[src/rtl/sbox_arb_pkg.sv]
// sbox_arb_pkg
// Shared types and defaults for the S-box ROM arbiter.
//   owner_e : which requester a lookup belongs to (SS = SubBytes, KS = key schedule)
//   state_e : arbiter FSM state
//   tag_t   : return-path tag {valid, owner} carried alongside each ROM read
package sbox_arb_pkg;

    typedef enum logic {
        OWN_SS = 1'b0,
        OWN_KS = 1'b1
    } owner_e;

    typedef enum logic [1:0] {
        S_IDLE   = 2'd0,
        S_OWN_SS = 2'd1,
        S_OWN_KS = 2'd2
    } state_e;

    typedef struct packed {
        logic   valid;
        owner_e owner;
    } tag_t;

    localparam int unsigned ROM_LAT_DEF   = 1;
    localparam int unsigned MAX_BURST_DEF = 4;

endpackage

[src/rtl/sbox_arb_tagpipe.sv]
// sbox_arb_tagpipe
// Shift register of {valid, owner} tags that tracks ROM reads in flight so the
// returning data can be steered to the requester that issued the lookup.
//   clk_i       : clock
//   rst_ni      : async active-low clear (drops every in-flight tag)
//   push_i      : a lookup was granted this cycle
//   owner_i     : requester of the granted lookup
//   tag_o       : tag of the lookup whose data is on the ROM output this cycle
//   any_valid_o : at least one tag in flight
module sbox_arb_tagpipe
    import sbox_arb_pkg::*;
#(
    parameter int unsigned DEPTH = 2
) (
    input  logic   clk_i,
    input  logic   rst_ni,
    input  logic   push_i,
    input  owner_e owner_i,
    output tag_t   tag_o,
    output logic   any_valid_o
);

    tag_t pipe_q [DEPTH];

    always_ff @(posedge clk_i or negedge rst_ni) begin
        if (!rst_ni) begin
            for (int i = 0; i < DEPTH; i++) begin
                pipe_q[i] <= '0;
            end
        end else begin
            pipe_q[0] <= '{valid: push_i, owner: owner_i};
            for (int i = 1; i < DEPTH; i++) begin
                pipe_q[i] <= pipe_q[i-1];
            end
        end
    end

    assign tag_o = pipe_q[DEPTH-1];

    always_comb begin
        any_valid_o = 1'b0;
        for (int i = 0; i < DEPTH; i++) begin
            any_valid_o = any_valid_o | pipe_q[i].valid;
        end
    end

endmodule

[src/rtl/sbox_arbiter.sv]
// sbox_arbiter
// Shares one synchronous-read S-box ROM between SubBytes (SS) and the key
// schedule (KS). Round-robin between the two, optional locked bursts capped at
// MAX_BURST when the other side is waiting, in-order tagged data return.
//   clk_i, rst_ni                 : clock, async active-low reset
//   ss_req_i/ss_addr_i/ss_lock_i  : SS lookup request, byte, keep-ownership hint
//   ss_gnt_o                      : SS request accepted this cycle (combinational)
//   ss_rvalid_o/ss_rdata_o        : substituted byte returned to SS
//   ks_*                          : same set for KS
//   rom_ce_o/rom_re_o/rom_addr_o  : registered ROM controls
//   rom_data_i                    : ROM read data
//   busy_o                        : any lookup in flight
//
// state    | meaning
// ---------+-----------------------------------------------------------
// S_IDLE   | round-robin between SS and KS, last_owner loses a conflict
// S_OWN_SS | SS holds a locked burst; KS only on forced hand-over
// S_OWN_KS | KS holds a locked burst; SS only on forced hand-over
module sbox_arbiter
    import sbox_arb_pkg::*;
#(
    parameter int unsigned ROM_LAT   = ROM_LAT_DEF,
    parameter int unsigned MAX_BURST = MAX_BURST_DEF
) (
    input  logic       clk_i,
    input  logic       rst_ni,
    input  logic       ss_req_i,
    input  logic [7:0] ss_addr_i,
    input  logic       ss_lock_i,
    output logic       ss_gnt_o,
    output logic       ss_rvalid_o,
    output logic [7:0] ss_rdata_o,
    input  logic       ks_req_i,
    input  logic [7:0] ks_addr_i,
    input  logic       ks_lock_i,
    output logic       ks_gnt_o,
    output logic       ks_rvalid_o,
    output logic [7:0] ks_rdata_o,
    output logic       rom_ce_o,
    output logic       rom_re_o,
    output logic [7:0] rom_addr_o,
    input  logic [7:0] rom_data_i,
    output logic       busy_o
);

    localparam int unsigned CW = (MAX_BURST < 1) ? 1 : $clog2(MAX_BURST + 1);
    localparam logic [CW-1:0] BURST_MAX = CW'(MAX_BURST);
    localparam logic [CW-1:0] BURST_ONE = CW'(1);

    state_e        state_q, state_d;
    logic [CW-1:0] burst_q, burst_d;
    owner_e        last_q, last_d;
    logic          gnt_ss, gnt_ks;
    logic          do_arb;
    logic          grant_any;

    logic          rom_ce_q;
    logic          rom_re_q;
    logic [7:0]    rom_addr_q;

    tag_t          tag_out;
    logic          tag_busy;

    always_comb begin
        state_d = state_q;
        burst_d = burst_q;
        last_d  = last_q;
        gnt_ss  = 1'b0;
        gnt_ks  = 1'b0;
        do_arb  = 1'b0;

        unique case (state_q)
            S_IDLE: begin
                do_arb = 1'b1;
            end
            S_OWN_SS: begin
                if (!ss_req_i) begin
                    // Owner walked away: fall back to normal arbitration now.
                    state_d = S_IDLE;
                    burst_d = '0;
                    do_arb  = 1'b1;
                end else if (burst_q == BURST_MAX && ks_req_i) begin
                    gnt_ks  = 1'b1;
                    last_d  = OWN_KS;
                    state_d = S_IDLE;
                    burst_d = '0;
                end else begin
                    gnt_ss = 1'b1;
                    last_d = OWN_SS;
                    if (burst_q != BURST_MAX) burst_d = burst_q + BURST_ONE;
                    if (!ss_lock_i) begin
                        state_d = S_IDLE;
                        burst_d = '0;
                    end
                end
            end
            S_OWN_KS: begin
                if (!ks_req_i) begin
                    state_d = S_IDLE;
                    burst_d = '0;
                    do_arb  = 1'b1;
                end else if (burst_q == BURST_MAX && ss_req_i) begin
                    gnt_ss  = 1'b1;
                    last_d  = OWN_SS;
                    state_d = S_IDLE;
                    burst_d = '0;
                end else begin
                    gnt_ks = 1'b1;
                    last_d = OWN_KS;
                    if (burst_q != BURST_MAX) burst_d = burst_q + BURST_ONE;
                    if (!ks_lock_i) begin
                        state_d = S_IDLE;
                        burst_d = '0;
                    end
                end
            end
            default: begin
                state_d = S_IDLE;
                burst_d = '0;
            end
        endcase

        if (do_arb) begin
            // SS wins only if alone or if KS had the previous grant.
            if (ss_req_i && (!ks_req_i || last_q == OWN_KS)) begin
                gnt_ss = 1'b1;
                last_d = OWN_SS;
                if (ss_lock_i) begin
                    state_d = S_OWN_SS;
                    burst_d = BURST_ONE;
                end
            end else if (ks_req_i) begin
                gnt_ks = 1'b1;
                last_d = OWN_KS;
                if (ks_lock_i) begin
                    state_d = S_OWN_KS;
                    burst_d = BURST_ONE;
                end
            end
        end
    end

    // Grants are combinational; keep them quiet while reset is asserted.
    assign ss_gnt_o  = gnt_ss & rst_ni;
    assign ks_gnt_o  = gnt_ks & rst_ni;
    assign grant_any = ss_gnt_o | ks_gnt_o;

    always_ff @(posedge clk_i or negedge rst_ni) begin
        if (!rst_ni) begin
            state_q    <= S_IDLE;
            burst_q    <= '0;
            last_q     <= OWN_SS;
            rom_ce_q   <= 1'b0;
            rom_re_q   <= 1'b0;
            rom_addr_q <= '0;
        end else begin
            state_q  <= state_d;
            burst_q  <= burst_d;
            last_q   <= last_d;
            rom_ce_q <= grant_any;
            rom_re_q <= grant_any;
            if (grant_any) begin
                rom_addr_q <= ks_gnt_o ? ks_addr_i : ss_addr_i;
            end
        end
    end

    sbox_arb_tagpipe #(
        .DEPTH(ROM_LAT + 1)
    ) u_tagpipe (
        .clk_i      (clk_i),
        .rst_ni     (rst_ni),
        .push_i     (grant_any),
        .owner_i    (ks_gnt_o ? OWN_KS : OWN_SS),
        .tag_o      (tag_out),
        .any_valid_o(tag_busy)
    );

    assign rom_ce_o    = rom_ce_q;
    assign rom_re_o    = rom_re_q;
    assign rom_addr_o  = rom_addr_q;

    assign ss_rvalid_o = tag_out.valid && (tag_out.owner == OWN_SS);
    assign ks_rvalid_o = tag_out.valid && (tag_out.owner == OWN_KS);
    assign ss_rdata_o  = ss_rvalid_o ? rom_data_i : 8'h00;
    assign ks_rdata_o  = ks_rvalid_o ? rom_data_i : 8'h00;

    assign busy_o      = tag_busy | rom_ce_q;

endmodule

[config.mk]
export PLATFORM = sky130hd
export DESIGN_NAME = sbox_arbiter
export DESIGN_NICKNAME = d
export VERILOG_FILES = /design/src/rtl/sbox_arb_pkg.sv /design/src/rtl/sbox_arb_tagpipe.sv /design/src/rtl/sbox_arbiter.sv
export SDC_FILE = /design/constraint.sdc
export NUM_CORES = 1
export LEC_CHECK = 0
export ABC_AREA = 1
export CAP_MARGIN = 5
export CORE_MARGIN = 4
export CORE_UTILIZATION = 29
export CTS_CLUSTER_SIZE = 8
export DETAILED_ROUTE_END_ITERATION = 6
export PLACE_DENSITY_LB_ADDON = 0.08
export SETUP_SLACK_MARGIN = 0.02
export SYNTH_ARGS = -nofsm -noshare
export SYNTH_HDL_FRONTEND = slang
export SYNTH_HIERARCHICAL = 1
export SYNTH_SLANG_ARGS = --single-unit
[constraint.sdc]
create_clock -name clk_i -period 1.9 [get_ports clk_i]
set_input_delay 0.38 -clock clk_i [delete_from_list [all_inputs] [get_ports clk_i]]
set_output_delay 0.38 -clock clk_i [all_outputs]
set_load 0.01 [all_outputs]
Word level (Yosys, flattened, before mapping)
Index checks and enable logic that the tools add are counted.
{"block": "op_classes", "addsub": 1, "n_eq_ne": 4, "mux": 53, "bitwise": 6, "reduce_logical": 8}
{"op": "3-bit 2-to-1 mux", "count": 12}
{"op": "8-bit 2-to-1 mux", "count": 3}
{"op": "2-bit 2-to-1 mux", "count": 11}
{"op": "1-bit 2-to-1 mux", "count": 21}
{"op": "3-bit case mux with 3 select lines", "count": 1}
{"op": "1-bit case mux with 2 select lines", "count": 3}
{"op": "2-bit case mux with 3 select lines", "count": 1}
{"op": "1-bit logical AND", "count": 5}
{"op": "3-bit by 1-bit adder with 3-bit output (second input constant)", "count": 1}
{"op": "3-bit == test (second input constant)", "count": 1}
{"op": "3-bit != test (second input constant)", "count": 1}
{"op": "1-bit bitwise OR", "count": 3}
{"op": "1-bit case mux with 3 select lines", "count": 1}
{"op": "1-bit bitwise AND", "count": 2}
{"op": "2-bit by 1-bit == test with 1-bit output (second input constant)", "count": 1}
{"op": "2-bit == test (second input constant)", "count": 1}
{"op": "2-bit zero test", "count": 1}
{"op": "1-bit zero test", "count": 1}
{"op": "1-bit logical OR", "count": 1}
{"op": "1-bit inverter", "count": 1}
{"block": "totals", "regBits": 18, "input_bits": 30, "output_inout_bits": 31, "word_cells": 80}

Longest topological paths before layout
{"block": "logic_depth", "ltp_word": 10, "depth_mapped": 13, "depth_no_buf": 12}

Cells and area by module
Netlist, hierarchy kept.
{"module": "sbox_arbiter", "instances": 1, "cells_per_inst": 178, "area_each_um2": 1171.1, "seq_area_each_um2": 375.4}
{"module": "sbox_arb_tagpipe", "instances": 1, "cells_per_inst": 9, "area_each_um2": 126.4, "seq_area_each_um2": 100.1}

Least setup slack after synthesis
OpenSTA, ideal clock, no wires.
{"block": "synth_timing", "path_kind": "register -> output", "from": "reg burst_q[0]", "to": "out ks_gnt_o", "arrival_time_ps": 1401, "required_time_ps": 1520, "slack_ps": 119, "path_stages_with_launch": 12, "n_path_buf": 1, "path_cell_list": "dfrtp_1 -> inv_1 -> ha_1 -> nand2_2 -> nor2_2 -> nand2_1 -> nand2_1 -> nand2_2 -> nand2_4 -> nand2_4 -> buf_6 -> inv_1"}
{"block": "synth_between", "elab_chain_len": 9, "word_cells_on_any_way": 12, "classes_between": "eq/ne (1); mux (8); bitwise (1); reduce/logical (2)"}
{"element": "from (decl)", "line": "sbox_arbiter.sv:51", "rtl": "logic [CW-1:0] burst_q, burst_d;"}
{"element": "from (signal assigned)", "line": "sbox_arbiter.sv:158", "rtl": "burst_q <= burst_d;"}
{"element": "3-bit == test (*)", "line": "sbox_arbiter.sv:82, sbox_arbiter.sv:102"}
{"element": "1-bit logical AND, on equally long branches", "line": "sbox_arbiter.sv:102, sbox_arbiter.sv:82"}
{"element": "1-bit 2-to-1 mux, on equally long branches", "line": "sbox_arbiter.sv:102, sbox_arbiter.sv:82"}
{"element": "1-bit 2-to-1 mux, on equally long branches", "line": "sbox_arbiter.sv:98, sbox_arbiter.sv:77"}
{"element": "1-bit case mux with 2 select lines (*)", "line": "sbox_arbiter.sv:72", "rtl": "unique case (state_q)"}
{"element": "1-bit 2-to-1 mux", "line": "sbox_arbiter.sv:132", "rtl": "end else if (ks_req_i) begin"}
{"element": "1-bit 2-to-1 mux", "line": "sbox_arbiter.sv:125", "rtl": "if (ss_req_i && (!ks_req_i || last_q == OWN_KS)) begin"}
{"element": "1-bit 2-to-1 mux (*)", "line": "sbox_arbiter.sv:123", "rtl": "if (do_arb) begin"}
{"element": "1-bit bitwise AND (*)", "line": "sbox_arbiter.sv:145", "rtl": "assign ks_gnt_o = gnt_ks & rst_ni;"}
{"element": "to (decl)", "line": "sbox_arbiter.sv:36", "rtl": "output logic ks_gnt_o,"}
Mark *: on every way between the ends. The rest lies on a longest branch, timed or not.

Worst setup path after layout
{"block": "layout_timing", "from": "reg state_q[1]", "to": "out ks_gnt_o"}
{"block": "layout_between", "elab_chain_len": 6, "word_cells_on_any_way": 9, "classes_between": "eq/ne (2); mux (5); bitwise (1); reduce/logical (1)"}
{"element": "from (decl)", "line": "sbox_arbiter.sv:50", "rtl": "state_e state_q, state_d;"}
{"element": "from (signal assigned)", "line": "sbox_arbiter.sv:157", "rtl": "state_q <= state_d;"}
{"element": "2-bit == test / 2-bit by 1-bit == test with 1-bit output (equally long branches)", "line": "sbox_arbiter.sv:72"}
{"element": "1-bit case mux with 2 select lines", "line": "sbox_arbiter.sv:72"}
{"element": "1-bit 2-to-1 mux", "line": "sbox_arbiter.sv:132"}
{"element": "1-bit 2-to-1 mux", "line": "sbox_arbiter.sv:125"}
{"element": "1-bit 2-to-1 mux (*)", "line": "sbox_arbiter.sv:123"}
{"element": "1-bit bitwise AND (*)", "line": "sbox_arbiter.sv:145"}
Marks and branches as above.

==> results.sh <==
export IMPL_antenna_found_initial=0
export IMPL_fin_util_pct=50.2
export IMPL_clk_pin_slew_ps=80
export IMPL_grtUsageTotal_pct=13.1
export IMPL_dpl_cell_count=310
export IMPL_root_buffer="clkbuf_8"
export IMPL_postSynthRegisterBits=19
export IMPL_synth_nets=223
export IMPL_initial_core_util_pct=29.8
export IMPL_finalSetupViolCount=1
export IMPL_clockBufferDepth=2
export IMPL_chipHeight_um=74.9
export IMPL_switchingPower_uw=1130
export IMPL_crit_fanout=4
export IMPL_period_share_pct=100
export IMPL_tightestPinTransition_ps=314
export IMPL_intPower_uw=1600
export IMPL_dieWidth_um=74.9
export IMPL_dieArea_um2=5610
export IMPL_ir_worst_vdd_uv=657
export IMPL_grt_max_degree=27
export IMPL_slew_viol_final=0
export IMPL_clkPwrFrac_pct=10.0
export IMPL_comb_power_share_pct=64.1
export IMPL_relSlewSlack_pct=79.1
export IMPL_hold_class="register to register"
export IMPL_grt_pass1_vias=1305
export IMPL_via_count=1394
export IMPL_rsz0062_at_grt="true"
export IMPL_gp_congestion=0.817
export IMPL_h_tree_depth=1
export IMPL_maxClockFrequency_mhz=526
export IMPL_layout_nets=302
export IMPL_io_buffer_count=60
export IMPL_path_class="register to output pin"
export IMPL_grt_pass1_wl_mm=5.77
export IMPL_seqPwrFrac_pct=25.8
export IMPL_period_needed_ps=1900
export IMPL_crit_path_end_kind="output pin"
export IMPL_synth_seq_area_share_pct=36.6
export IMPL_layout_drive_gt1_share_pct=23.0
export IMPL_synth_top_area_share_pct=36.6
export IMPL_syn_avg_cell_area_um2=6.94
export IMPL_antenna_left=0
export IMPL_powerDensity_nw_per_um2=1250
export IMPL_synth_area_leaders="dfrtp_1 37%, nand3_1 14%, inv_1 12%"
export IMPL_num_io_pins=61
export IMPL_numCtsBuffers=3
export IMPL_diodes=0
export IMPL_skew_ps=9.72
export IMPL_report_final_hold_viol_count=0
export IMPL_maxCapViolCount=0
export IMPL_via_per_inst=4.40
export IMPL_clk_latency_ps=250
export IMPL_p_leak_uw=0.00122
export IMPL_cts_sinks=19
export IMPL_status="complete, but fails checks"
export IMPL_synth_top_area_cell="dfrtp_1"
export IMPL_dpl_worst_slack_ps=-549
export IMPL_cp_start_kind="register"
export IMPL_ys_types=19
export IMPL_num_rows=24
export IMPL_dp_hpwl_mm=2.82
export IMPL_required_ps=1520
export IMPL_core_region_area_um2=4350
export IMPL_overflow=0
export IMPL_area_growth_pct=68.4
export IMPL_wl_mm=3.60
export IMPL_cts_tree="built"
export IMPL_fin_cells=317
export IMPL_drtIter0Drc=58
export IMPL_drc=0
export IMPL_violations="negative setup slack"
export IMPL_syn_cell_area_um2=1300
export IMPL_final_fill_count=454
export IMPL_crit_arrival_ps=1520
export IMPL_sw_frac_of_total_pct=41.5
export IMPL_postSynthCellCount=187
export IMPL_drt_pass1_iterations=4
export IMPL_wl_per_cell_um=11.3
export IMPL_ys_warn_count=6
export IMPL_fin_ws_ps=-2.82
[path summary, 6_finish.rpt]
| kind | start | end | slack, ps | cells after the start |
|---|---|---|---|---|
| worst max-delay path | state_q[1] | ks_gnt_o | -3 | 9 |
| worst min-delay path | u_tagpipe/pipe_q[2] | u_tagpipe/tag_o[0] | 350 | 0 |
| worst max register to register | state_q[0] | rom_addr_o[6] | 150 | 11 |
| worst min register to register | u_tagpipe/pipe_q[2] | u_tagpipe/tag_o[0] | 350 | 0 |
| max in group asynchronous | rst_ni | state_q[1] | 940 | 2 |
| min in group asynchronous | rst_ni | last_q | 580 | 2 |
[flip-flops by register name, summed over array words and instances, names as in the netlist]
signal            cells
rom_re_o              1
state_q               2
u_tagpipe/pipe_q      2
u_tagpipe/tag_o       2
last_q                1
burst_q               3
rom_addr_o            8
[cell families (layout without fill, tap and decap cells)]
| kind of cell | Yosys count | after routing | share of synthesized area, % |
|---|---|---|---|
| xor gates and xnor gates | 1 | 1 | 0.675 |
| adders and majority gates | 6 | 6 | 5.79 |
| DFF | 19 | 19 | 36.6 |
| AOI/OAI and AO/OA | 7 | 7 | 3.28 |
| and+or+nand+nor | 107 | 107 | 38.3 |
| buffers and inverters | 47 | 125 | 15.3 |
[placed cells by master (no fill, tap or decap), drive strengths merged, types with 3 or more instances in the layout]
master / n
nand2: 42
inv: 42
clkdlybuf4s50: 39
nand3: 38
nor2: 24
buf: 21
dfrtp: 19
dlygate4sd2: 18
ha: 6
clkbuf: 3
[timing repair]
| item | 4_1_cts | 5_1_grt |
|---|---|---|
| pin swaps | 2 | 3 |
| cloned | 0 | 0 |
| hold buffers | 0 | 0 |
| buffers inserted | 3 | 0 |
| endpoints found under the setup margin | 25 | 12 |
| gates resized for setup | 54 | 8 |
[per-layer routing]
layer	routed length [µm]	GRT usage, %	vias up
met1	1550	16.4	615
li1	-	-	733
met2	1730	23.1	46
met3	322	3.87	0
met4	0	1.38	0
met5	0	0	-
[area by class of cell]
cell class	count	area, µm²	share of cell area (%)
repair buffers	79	729	33.4
clock inverters	1	5.00	0.229
multi-input cells	121	709	32.5
clock buffers	3	41.3	1.89
flip-flops and latches	19	477	21.8
inverters	42	158	7.22
well taps	52	65.1	2.98
[cell usage after synthesis (all sizes together)]
cell and n:
nor2 24, xnor2 1, nand3 38, a21boi 1, ha 6, buf 5
nand2 42, a21oi 2, o21ai 2, dfrtp 19, nand4 2, inv 42
or2 1, a22oi 2
[power by group through the flow]
stage | sequential, µW | combinational (µW) | clock, µW
finish | 706 | 1750 | 275
global route | 733 | 1960 | 308
CTS | 705 | 1720 | 283
detailed placement | 695 | 1610 | 0
global placement | 692 | 1610 | 0
floorplan | 723 | 814 | 0
[per-stage QoR]
stage | hold slack (ps) | TNS (ps) | total power, µW | instance area, µm²
after floorplan | 84.4 | 0 | 1540 | 1300
after global placement | 336 | -3280 | 2300 | 2040
after detailed placement | 344 | -3510 | 2310 | 2040
after CTS | 360 | 0 | 2710 | 2160
after global routing | 368 | -225 | 3000 | 2180
final | 354 | -2.82 | 2730 | 2180
[critical path, cell delays in order, from the launching register on]
cell	delay, ps
dfrtp_2	450
inv_2	90
ha_4	140
nand2_2	70
nand3_4	100
nand3_2	100
nand2_4	100
nand2_4	50
inv_2	60
buf_6	90
Power figures use the tool's default switching activity.
==> RTL edit 1, RTL diff (same flow settings) <==
`ROM_LAT_DEF`: 1 -> 2.
--- a/src/rtl/sbox_arb_pkg.sv
+++ b/src/rtl/sbox_arb_pkg.sv
@@ -21,7 +21,7 @@
         owner_e owner;
     } tag_t;
 
-    localparam int unsigned ROM_LAT_DEF   = 1;
+    localparam int unsigned ROM_LAT_DEF   = 2;
     localparam int unsigned MAX_BURST_DEF = 4;
 
 endpackage
Check against the original RTL: not equivalent (a bounded check fails within 4 cycles, from zero or initial values and one cycle with rst_ni low).
==> RTL edit 1 against the unedited design <==
- the run still ends with setup timing left
- sequential cell count is 2 higher
- final area up 4.5%
- global-route usage is 1.4 points lower
- first-iteration DRC count fell by 55%
- wire length is 1.5% higher
- synthesized area up 3.9%
- sequential power up 8.6%
- power is 2.5% higher
- via count increased by 1.7%
- cell count grew 2.5%
- critical path type unchanged
- setup slack got worse by 0.011 ns
==> RTL edit 1: results (changes against the unedited design) <==
Lkg Pwr 1.26 nW (+3.4%); num sequential 21 (+2); post-CTS sizing 52 (-3.7%); violated checks setup timing; Via density 4.36 (-0.78%); DP HPWL 2910 µm (+3.4%); Crit. Startpoint burst_q[0]$_DFF_PN0_; area of the multi-input gates 718 µm² (+1.2%); inverters 41 (-2.4%); vias in the first global route 1,332 (+2.1%); dominant cells by area after synthesis dfrtp_1, nand3_1, inv_1, nand2_1, nor2_1; final setup margin -0.0136 ns (-0.0108 ns); GR Layer Usage met3 3.31% (-0.56 points); hold wc startpoint u_tagpipe/pipe_q[4]$_DFF_PN0_; Syn Area/Cell 7.13 µm² (+2.8%); GR Util met1 15.0% (-1.4 points); share of layout cells above drive strength 1 24.9% (+1.9 points); fraction of area in registers 23.1% (+1.2 points); Final Instance Area 2280 µm² (+4.5%); Non-clock buffers 85 (+7.6%); total track usage 11.7% (-1.4 points); Nets 310 (+2.6%); Final setup viols 2 (+1); Seq/Total Area, Yosys 39.0% (+2.4 points); max layer used met4; Cells after DPL 318 (+2.6%); VDD IR max 525 µV (-20%); first-pass GRT wire length 5820 µm (+0.95%); pin count of the biggest net entering global routing 18 (-33%); DRT iter0 DRCs 26 (-55%); pre-CTS setup slack -0.552 ns (-0.00294 ns); worst-case reg-to-reg path depth 12 (+1); Final clock-cell share 2.03% (-0.092 points); Metal-1 WL 1620 µm (+4.8%); Placed Area 2140 µm² (+4.7%); outcome complete, but fails checks; Fillers 435 (-4.2%); signal buffers share of area 33.8% (+0.36 points); Hold EP u_tagpipe/pipe_q[2]$_DFF_PN0_; worst-margin pin slew 0.279 ns (-0.0347 ns); end of the worst register-to-register path rom_re_o$_DFF_PN0_; Routability Congestion 0.826 (+1.1%); met2 usage in global routing 19.6% (-3.5 points); via count 1,418 (+1.7%); WHS 0.352 ns (-0.00151 ns); Reg clk slew, reported paths 0.08 ns (about the same); multi-input gates 122 (+0.83%); wire per inst 11.2 µm (-1.0%); TNS Setup -0.0154 ns (-0.0126 ns); syn nets 225 (+0.90%)
## RTL edit 1: changes by cell type in the layout (fill, tap and decap cells not counted), moves of 2 or more
cell and delta:
dfrtp_1 +2, nand2_1 -3, inv_2 -3, buf_4 +6
nand2_2 +4
## RTL edit 1: power breakdown
part           internal, W  leakage, nW  switching (W)  total [W]
Clock             0.000146       0.0255       0.000137   0.000283
Combinational     0.000894        0.969       0.000858    0.00175
Sequential        0.000640        0.267       0.000127   0.000767
## RTL edit 1: cells by family after synthesis
group,count (synthesis),share of synthesized area [%]
AOI/OAI and AO/OA,7,3.16
xor gates and xnor gates,1,0.650
adders and majority gates,6,5.57
buffers and inverters,46,14.5
DFF,21,39.0
and+or+nand+nor,108,37.1
## RTL edit 1: critical path, stage by stage, from the launching register on
cell and delay [ns]:
dfrtp_1 0.39, inv_2 0.08, ha_4 0.14, nand2_2 0.07
nor2_2 0.12, nand2_2 0.07, nand2_2 0.07, nand2_2 0.07
nand2_4 0.08, nand2_4 0.05, inv_2 0.05, buf_6 0.09
==> RTL edit 2, RTL diff (same flow settings) <==
Made on the original files. Reset style: synchronous (`rst_ni`), changed in 2 clocked blocks. Comments in the files are not updated.
--- a/src/rtl/sbox_arb_tagpipe.sv
+++ b/src/rtl/sbox_arb_tagpipe.sv
@@ -22,7 +22,7 @@
 
     tag_t pipe_q [DEPTH];
 
-    always_ff @(posedge clk_i or negedge rst_ni) begin
+    always_ff @(posedge clk_i) begin
         if (!rst_ni) begin
             for (int i = 0; i < DEPTH; i++) begin
                 pipe_q[i] <= '0;
--- a/src/rtl/sbox_arbiter.sv
+++ b/src/rtl/sbox_arbiter.sv
@@ -145,7 +145,7 @@
     assign ks_gnt_o  = gnt_ks & rst_ni;
     assign grant_any = ss_gnt_o | ks_gnt_o;
 
-    always_ff @(posedge clk_i or negedge rst_ni) begin
+    always_ff @(posedge clk_i) begin
         if (!rst_ni) begin
             state_q    <= S_IDLE;
             burst_q    <= '0;
Check against the original RTL: differs if rst_ni is asserted again (counterexample within 4 cycles, from zero or initial values and one cycle with rst_ni low); with rst_ni held inactive, the same outputs for 10 cycles.
==> RTL edit 2 against the unedited design <==
- count of clock-buffer cells in the layout up 1
- die area down 4.1%
- setup slack better by 0.085 ns
- clock skew down 0.0075 ns
- final area up 1.3%
- synthesized cell count up 5.9%
- wire length down 0.78%
- sequential cell count unchanged
- cell count up 5.7%
- synthesized area down 4.6%
- highest routed layer is now met4
Power is not compared: it rests on default switching activity, and its combinational part moved more than twofold at a synthesized area within 25%.
==> RTL edit 2: results (changes against the unedited design) <==
die width 73.3 µm (-2.1%); Routability Congestion 0.853 (+4.5%); initial antenna violation count 0 (unchanged); Top delay family on crit path buffers and inverters; vias in the first global route 1,281 (-1.8%); area grow syn2layout 78.8%; Storage cell area 389 µm² (-18%); Seq/Total Area, Yosys 30.7% (-5.9 points); adder-cell share of the synthesized area 6.07% (+0.28 points); multi-input gates 128 (+5.8%); Placed Area 2030 µm² (-0.67%); num sequential 19 (unchanged); syn nets 234 (+4.9%); first-pass GRT wire length 5560 µm (-3.6%); total of clock buffers placed in the layout 4 (+1); inverters 46 (+9.5%); drt total wl 3570 µm (-0.78%); pre-CTS setup slack -0.541 ns (+0.00756 ns); Non-clock buffers 88 (+11%); normalized max-slew margin 83.6% (+4.5 points); Via density 4.24 (-3.7%); Critical Path AT 1.44 ns (-0.08 ns); total track usage 12.9% (-0.18 points); pin count of the biggest net entering global routing 16 (-41%); Yosys cell types 20 (+1); most instantiated cells after synthesis inv_1, nand2_1, nor2_1; Synth Area in XOR/XNOR 1.42% (+0.74 points); outcome completed; dominant cells by area after synthesis dfxtp_1, inv_1, nand3_1, nand2_1, nor2_1; Final clock-cell share 2.04% (-0.083 points); DRT iter0 DRCs 40 (-31%); ant diodes 0 (unchanged); Synth Area in Compound Gates 7.68% (+4.4 points); signal buffers share of area 35.7% (+2.4 points); Fillers 428 (-5.7%); Nets 322 (+6.6%); Slowest cell on crit path dfxtp_4; sw power 0.000362 W; DP HPWL 2780 µm (-1.2%); Post-synth ARST share 0% (-100 points); share of layout cells above drive strength 1 26.7% (+3.6 points); crit-path max cell delay 0.37 ns (-0.08 ns)
==> RTL edit 2: through the flow <==
step,cells,hold slack [ns]
3_3_place_gp,325,0.401
4_1_cts,330,0.416
2_1_floorplan,198,0.390
3_5_place_dp,325,0.399
6_report,335,0.414
5_1_grt,335,0.440
==> RTL edit 2: path summary, 6_finish.rpt <==
check | start | to | cells after the start | slack [ns]
worst max-delay path | state_q[0]$_SDFF_PN0_ | ss_gnt_o | 8 | 0.08
worst min-delay path | u_tagpipe/pipe_q[0][0]$_SDFF_PN0_ | u_tagpipe/pipe_q[0][2]$_SDFF_PN0_ | 2 | 0.41
worst max register to register | state_q[0]$_SDFF_PN0_ | rom_addr_o[5]$_SDFFE_PN0P_ | 11 | 0.19
worst min register to register | u_tagpipe/pipe_q[0][0]$_SDFF_PN0_ | u_tagpipe/pipe_q[0][2]$_SDFF_PN0_ | 2 | 0.41
==> RTL edit 2: per-layer routing <==
metal	up-vias	global-route usage (%)	routed length [µm]
met5	-	0	0
met4	0	3.02	27
met3	4	2.46	254
met2	44	23.6	1770
met1	599	15.5	1510
li1	772	-	-
==> RTL edit 2: tightest hold or removal path, delay by kind of cell, from the launching register on <==
| kind | cells | cell delay [ns] |
|---|---|---|
| buffers and inverters | 1 | 0.04 |
| AND/OR/NAND/NOR | 1 | 0.04 |
| flip-flops | 1 | 0.31 |
==> RTL edit 2: repair_timing <==
item | CTS | global route
resized for setup | 43 | 28
pin swaps | 1 | 7
setup buffers | 1 | 5
endpoints found under the setup margin | 23 | 9
==> RTL edit 2: power groups by stage <==
stage                     clock network, W  registers (W)  logic, W
after global routing              0.000310       0.000465  0.000506
after detailed placement                 0       0.000464  0.000414
final                             0.000278       0.000460  0.000458
after CTS                         0.000286       0.000457  0.000419
after global placement                   0       0.000464  0.000414
after floorplan                          0       0.000471  0.000189
